<file path="src/rtl/mem_burst_master.sv">
// rtl/mem_burst_master.sv - expands one burst command into single-beat memory requests
// Read beats return on a one-cycle pulse stream; a ready watchdog aborts a stalled burst.
module mem_burst_master #(
    parameter int WIDTH      = 16,
    parameter int ADDR_WIDTH = 4,
    parameter int DEPTH      = 16,
    parameter int LEN_WIDTH  = 5,
    parameter int TIMEOUT    = 16
) (
    input  logic                  clk_i,
    input  logic                  rst_i,
    input  logic                  cmd_valid_i,
    output logic                  cmd_ready_o,
    input  logic                  cmd_wr_i,
    input  logic [ADDR_WIDTH-1:0] cmd_addr_i,
    input  logic [LEN_WIDTH-1:0]  cmd_len_i,
    input  logic [WIDTH-1:0]      cmd_wdata_i,
    output logic                  mem_valid_o,
    output logic                  mem_wr_rd_o,
    output logic [ADDR_WIDTH-1:0] mem_addr_o,
    output logic [WIDTH-1:0]      mem_wdata_o,
    input  logic                  mem_ready_i,
    input  logic [WIDTH-1:0]      mem_rdata_i,
    output logic                  rd_valid_o,
    output logic [WIDTH-1:0]      rd_data_o,
    output logic                  busy_o,
    output logic                  done_o,
    output logic                  err_o
);

    localparam int WD_W = $clog2(TIMEOUT + 1);

    typedef enum logic [1:0] {IDLE, REQ, DONE} state_t;

    state_t                 state;
    logic [LEN_WIDTH-1:0]   len_q;
    logic [LEN_WIDTH-1:0]   beat_cnt;
    logic [LEN_WIDTH-1:0]   beat_next;
    logic [WD_W-1:0]        wdog;
    logic                   handshake;

    assign handshake = mem_valid_o && mem_ready_i;
    assign beat_next = beat_cnt + 1'b1;

    always_ff @(posedge clk_i) begin
        if (rst_i) begin
            state       <= IDLE;
            cmd_ready_o <= 1'b1;
            mem_valid_o <= 1'b0;
            mem_wr_rd_o <= 1'b0;
            mem_addr_o  <= '0;
            mem_wdata_o <= '0;
            rd_valid_o  <= 1'b0;
            rd_data_o   <= '0;
            busy_o      <= 1'b0;
            done_o      <= 1'b0;
            err_o       <= 1'b0;
            len_q       <= '0;
            beat_cnt    <= '0;
            wdog        <= '0;
        end else begin
            rd_valid_o <= 1'b0;
            done_o     <= 1'b0;
            case (state)
                IDLE: begin
                    if (cmd_valid_i && cmd_ready_o) begin
                        mem_wr_rd_o <= cmd_wr_i;
                        mem_addr_o  <= cmd_addr_i;
                        mem_wdata_o <= cmd_wdata_i;
                        len_q       <= cmd_len_i;
                        beat_cnt    <= '0;
                        wdog        <= '0;
                        err_o       <= 1'b0;
                        cmd_ready_o <= 1'b0;
                        busy_o      <= 1'b1;
                        if (cmd_len_i == '0) begin
                            state  <= DONE;
                            done_o <= 1'b1;
                        end else begin
                            state       <= REQ;
                            mem_valid_o <= 1'b1;
                        end
                    end
                end
                REQ: begin
                    if (handshake) begin
                        mem_addr_o  <= (mem_addr_o == ADDR_WIDTH'(DEPTH - 1)) ? '0 : mem_addr_o + 1'b1;
                        mem_wdata_o <= mem_wdata_o + 1'b1;
                        beat_cnt    <= beat_next;
                        wdog        <= '0;
                        if (!mem_wr_rd_o) begin
                            rd_data_o  <= mem_rdata_i;
                            rd_valid_o <= 1'b1;
                        end
                        if (beat_next == len_q) begin
                            mem_valid_o <= 1'b0;
                            state       <= DONE;
                            done_o      <= 1'b1;
                        end
                    end else if (wdog == WD_W'(TIMEOUT - 1)) begin
                        // Stalled too long: abandon the remaining beats
                        err_o       <= 1'b1;
                        mem_valid_o <= 1'b0;
                        state       <= DONE;
                        done_o      <= 1'b1;
                    end else begin
                        wdog <= wdog + 1'b1;
                    end
                end
                DONE: begin
                    state       <= IDLE;
                    cmd_ready_o <= 1'b1;
                    busy_o      <= 1'b0;
                end
                default: begin
                    state       <= IDLE;
                    cmd_ready_o <= 1'b1;
                    mem_valid_o <= 1'b0;
                    busy_o      <= 1'b0;
                end
            endcase
        end
    end

endmodule
</file>
<file path="config.mk">
export PLATFORM = sky130hd
export DESIGN_NAME = mem_burst_master
export DESIGN_NICKNAME = d
export VERILOG_FILES = /design/src/rtl/mem_burst_master.sv
export SDC_FILE = /design/constraint.sdc
export NUM_CORES = 1
export LEC_CHECK = 0
export ABC_AREA = 1
export BUFFER_PORTS_ARGS = -buffer_cell sky130_fd_sc_hd__buf_4
export CORE_ASPECT_RATIO = 0.75
export CORE_MARGIN = 3
export CORE_UTILIZATION = 51
export DETAILED_ROUTE_END_ITERATION = 8
export PLACE_DENSITY_LB_ADDON = 0.1
export SLEW_MARGIN = 20
export SYNTH_ARGS = -nofsm -noshare
export SYNTH_HDL_FRONTEND = slang
export SYNTH_SLANG_ARGS = --single-unit
</file>
<file path="constraint.sdc">
create_clock -name clk_i -period 2.05 [get_ports clk_i]
set_clock_uncertainty 0.05 [all_clocks]
set_input_delay 0.1025 -clock clk_i [delete_from_list [all_inputs] [get_ports clk_i]]
set_output_delay 0.1025 -clock clk_i [all_outputs]
set_load 0.02 [all_outputs]
</file>
==> metrics.txt <==
Total Power approximately 5.3 mW; crit-path cells ha_1, nand2_1, nor2_1, nand2_1, nor3_1, nand2_1, a21oi_1, a211oi_2; Remaining DRCs 0; WHS Path Cells 3; per-cell routed wire length about 14 um; Avg Vias per Cell around 5.3; final worst-path cycle share between 80 and 90%; Final Max Slew Viols 0; Power per Cell Area 1250 nW/um^2; Mapped Cells a little over 400; Hold Violations, Final 0; achievable clock frequency roughly 550 MHz; Critical Path End mem_wdata_o[6]$_SDFFE_PP0P_; worst min path class in2reg; Placer Congestion between 0.8 and 0.9; largest net degree at the start of global routing 27; crit path kind reg2reg; RSZ-0062 raised after global routing no; post-synthesis cell type count 36; Slowest cell on crit path dfxtp_1; RR Startpoint mem_wdata_o[0]$_SDFFE_PP0P_; CP Launch Point mem_wdata_o[0]$_SDFFE_PP0P_; chip height slightly above 70 um; final net count 580; global-route wire length before repair 14.1 mm; clock transition at the registers of the reported paths approximately 70 ps; slew margin rel. 54.9%; Site Rows 23; ANT nets after route 0; Initial Util roughly 54%; htree depth 3; layout cells sized above 1 between 20% and 30%; Setup crit end kind register; Post-Layout Inst Area around 4200 sq um; Max Cap Violations 0; most used cell, CP nand2_1; worst slew pin tran ~670 ps; post-layout minimum cycle time 1820 ps; Routed WL 8.56 mm; vias after detailed routing 3230; Final setup viols 0; GRT Util Overall roughly a quarter; reg2reg setup slack 230 ps; sequential area share after synthesis roughly 40%; Mapped Area 2990 sq um; Core Region about 5500 sq um; Port Buffer Count 88; peak supply drop between 0.7 and 0.8 mV; drt pass-1 iters 5; CTS Buf Count 9; Yosys reg bits 60; vias in the first global route just over 3000; worst path required time roughly 2200 ps; TritonCTS clock tree yes; antenna violations before repair 0; Mapped Avg Cell Area approximately 7.2 sq um; Reg2Reg Depth 8; outcome finished clean; Ys Warns 0; Inserted Diodes 0; total congestion overflow after global routing 0; Max Root-Sink Buffers 2; CP peak stage delay around 400 ps; IO Pins slightly below 90; Max FO, Critical Path 5; Die Wd around 94 um; worst hold slack 11.3 ps; worst r2r dst mem_wdata_o[6]$_SDFFE_PP0P_; Clock Sink Count 60; initial DRC count between 150 and 200; Area Growth Syn to Fin 41.6%; HPWL after detailed placement 5.76 mm; P_leak 1.87 nW; Clk Latency, worst-skew pair approximately 340 ps; Root Driver clkbuf_8; startpoint types register; Post-DP Area 3690 sq um; syn_nets 466; post_cts resized 0; Die ar. between 6000 and 7000 sq um; fillcell total between 400 and 500; setup TNS 0 ps; CP arrival 1990 ps
## critical path: cells and delay by family, from the launching register on
family          cells  cell delay, ps
simple gates        5             810
flops               1             410
compound gates      2             240
fa+ha+maj           1             190
## sequential cells by signal (all words and copies together) (netlist names)
signal,flops
cmd_ready_o,1
rd_data_o,16
mem_wdata_o,16
len_q,5
beat_cnt,5
mem_valid_o,1
busy_o,1
wdog,5
state,2
done_o,1
err_o,1
rd_valid_o,1
mem_wr_rd_o,1
mem_addr_o,4
## power breakdown
group | total, mW | leakage [nW] | internal (mW) | switching (mW)
Combinational | 2.06 | 1.25 | 0.813 | 1.25
Sequential | 1.78 | 0.492 | 1.46 | 0.321
Clock | 1.46 | 0.129 | 0.963 | 0.493
Total | 5.30 | 1.87 | 3.24 | 2.06
## metal layers
metal	GRT usage, %	vias to the layer above	share of wire [%]
li1	-	1624	-
met1	31.8	1465	43
met2	44.4	130	48
met3	8.39	11	7.4
met4	7.85	0	1.4
met5	0	-	0
## area by class of cell
type,count,area [sq um],share of cell area (%)
clock buffer,10,138,3.25
clock inverter,6,135,3.19
inverter,38,145,3.43
multi-input combinational,300,1550,36.6
sequential,60,1200,28.4
tap,75,93.8,2.22
timing repair buffer,120,968,22.9
## metrics by stage
stage,setup WS (ps),util (%),std cells
3_3_place_gp,314,67.1,566
5_1_grt,28.0,77.0,609
3_5_place_dp,243,67.1,566
2_1_floorplan,366,-,415
6_report,230,77.0,609
4_1_cts,238,77.0,609
## cells in the final DEF, fill, tap and decap left out, drive strengths merged, types with 2 or more instances in the layout
cell type,Yosys,layout
a211oi,9,9
a21oi,32,32
a31oi,5,5
buf,11,93
bufinv,0,4
clkbuf,6,10
clkinvlp,0,2
dfxtp,60,60
dlygate4sd3,0,27
ha,5,5
inv,38,38
nand2,74,74
nand3,23,23
nand3b,2,2
nand4,9,9
nor2,68,68
nor3,11,11
nor4,2,2
o2111a,2,2
o211ai,4,4
o21ai,41,41
or2,8,8
## synthesized netlist by cell type, drive strengths merged
cell type / number / area [sq um]
dfxtp: 60 / 1200
o22ai: 1 / 6.26
or2: 8 / 50.1
xnor2: 1 / 8.76
a21oi: 32 / 160
nand3: 23 / 115
a21boi: 1 / 7.51
buf: 11 / 70.1
a31oi: 5 / 31.3
nand2: 74 / 313
nand3b: 2 / 15.0
xor2: 1 / 8.76
nor2: 68 / 287
nor4: 2 / 12.5
nor3: 11 / 55.1
o2111a: 2 / 22.5
inv: 38 / 145
clkbuf: 6 / 22.5
a221oi: 1 / 15.0
a211oi: 9 / 87.6
ha: 5 / 62.6
nand4: 9 / 56.3
o21ai: 41 / 205
o211ai: 4 / 30.0
## repair_timing
action,CTS,global route
hold buffers,27,0
hold endpoints to repair,27,0
setup buffers,0,0
## logic make-up (layout without fill, tap and decap cells)
| kind of cell | after synthesis | after routing | synth area share, % |
|---|---|---|---|
| simple gates | 197 | 197 | 30.2 |
| compound gates | 96 | 96 | 18.9 |
| flops | 60 | 60 | 40.2 |
| buf+inv | 55 | 174 | 7.96 |
| fa+ha+maj | 5 | 5 | 2.09 |
| xor+xnor | 2 | 2 | 0.586 |
## worst min-delay path by stage
| stage | start | endpoint | slack, ps |
|---|---|---|---|
| finish | cmd_len_i[4] | len_q[4]$_SDFFE_PP0P_ | 10 |
| global route | cmd_wdata_i[15] | mem_wdata_o[15]$_SDFFE_PP0P_ | 20 |
| CTS | cmd_wdata_i[9] | mem_wdata_o[9]$_SDFFE_PP0P_ | 4 |
| detailed placement | mem_rdata_i[12] | rd_data_o[12]$_SDFFE_PP0P_ | 280 |
| global placement | mem_rdata_i[3] | rd_data_o[3]$_SDFFE_PP0P_ | 270 |
| floorplan | rst_i | mem_wdata_o[3]$_SDFFE_PP0P_ | 130 |
Power figures use the tool's default switching activity.
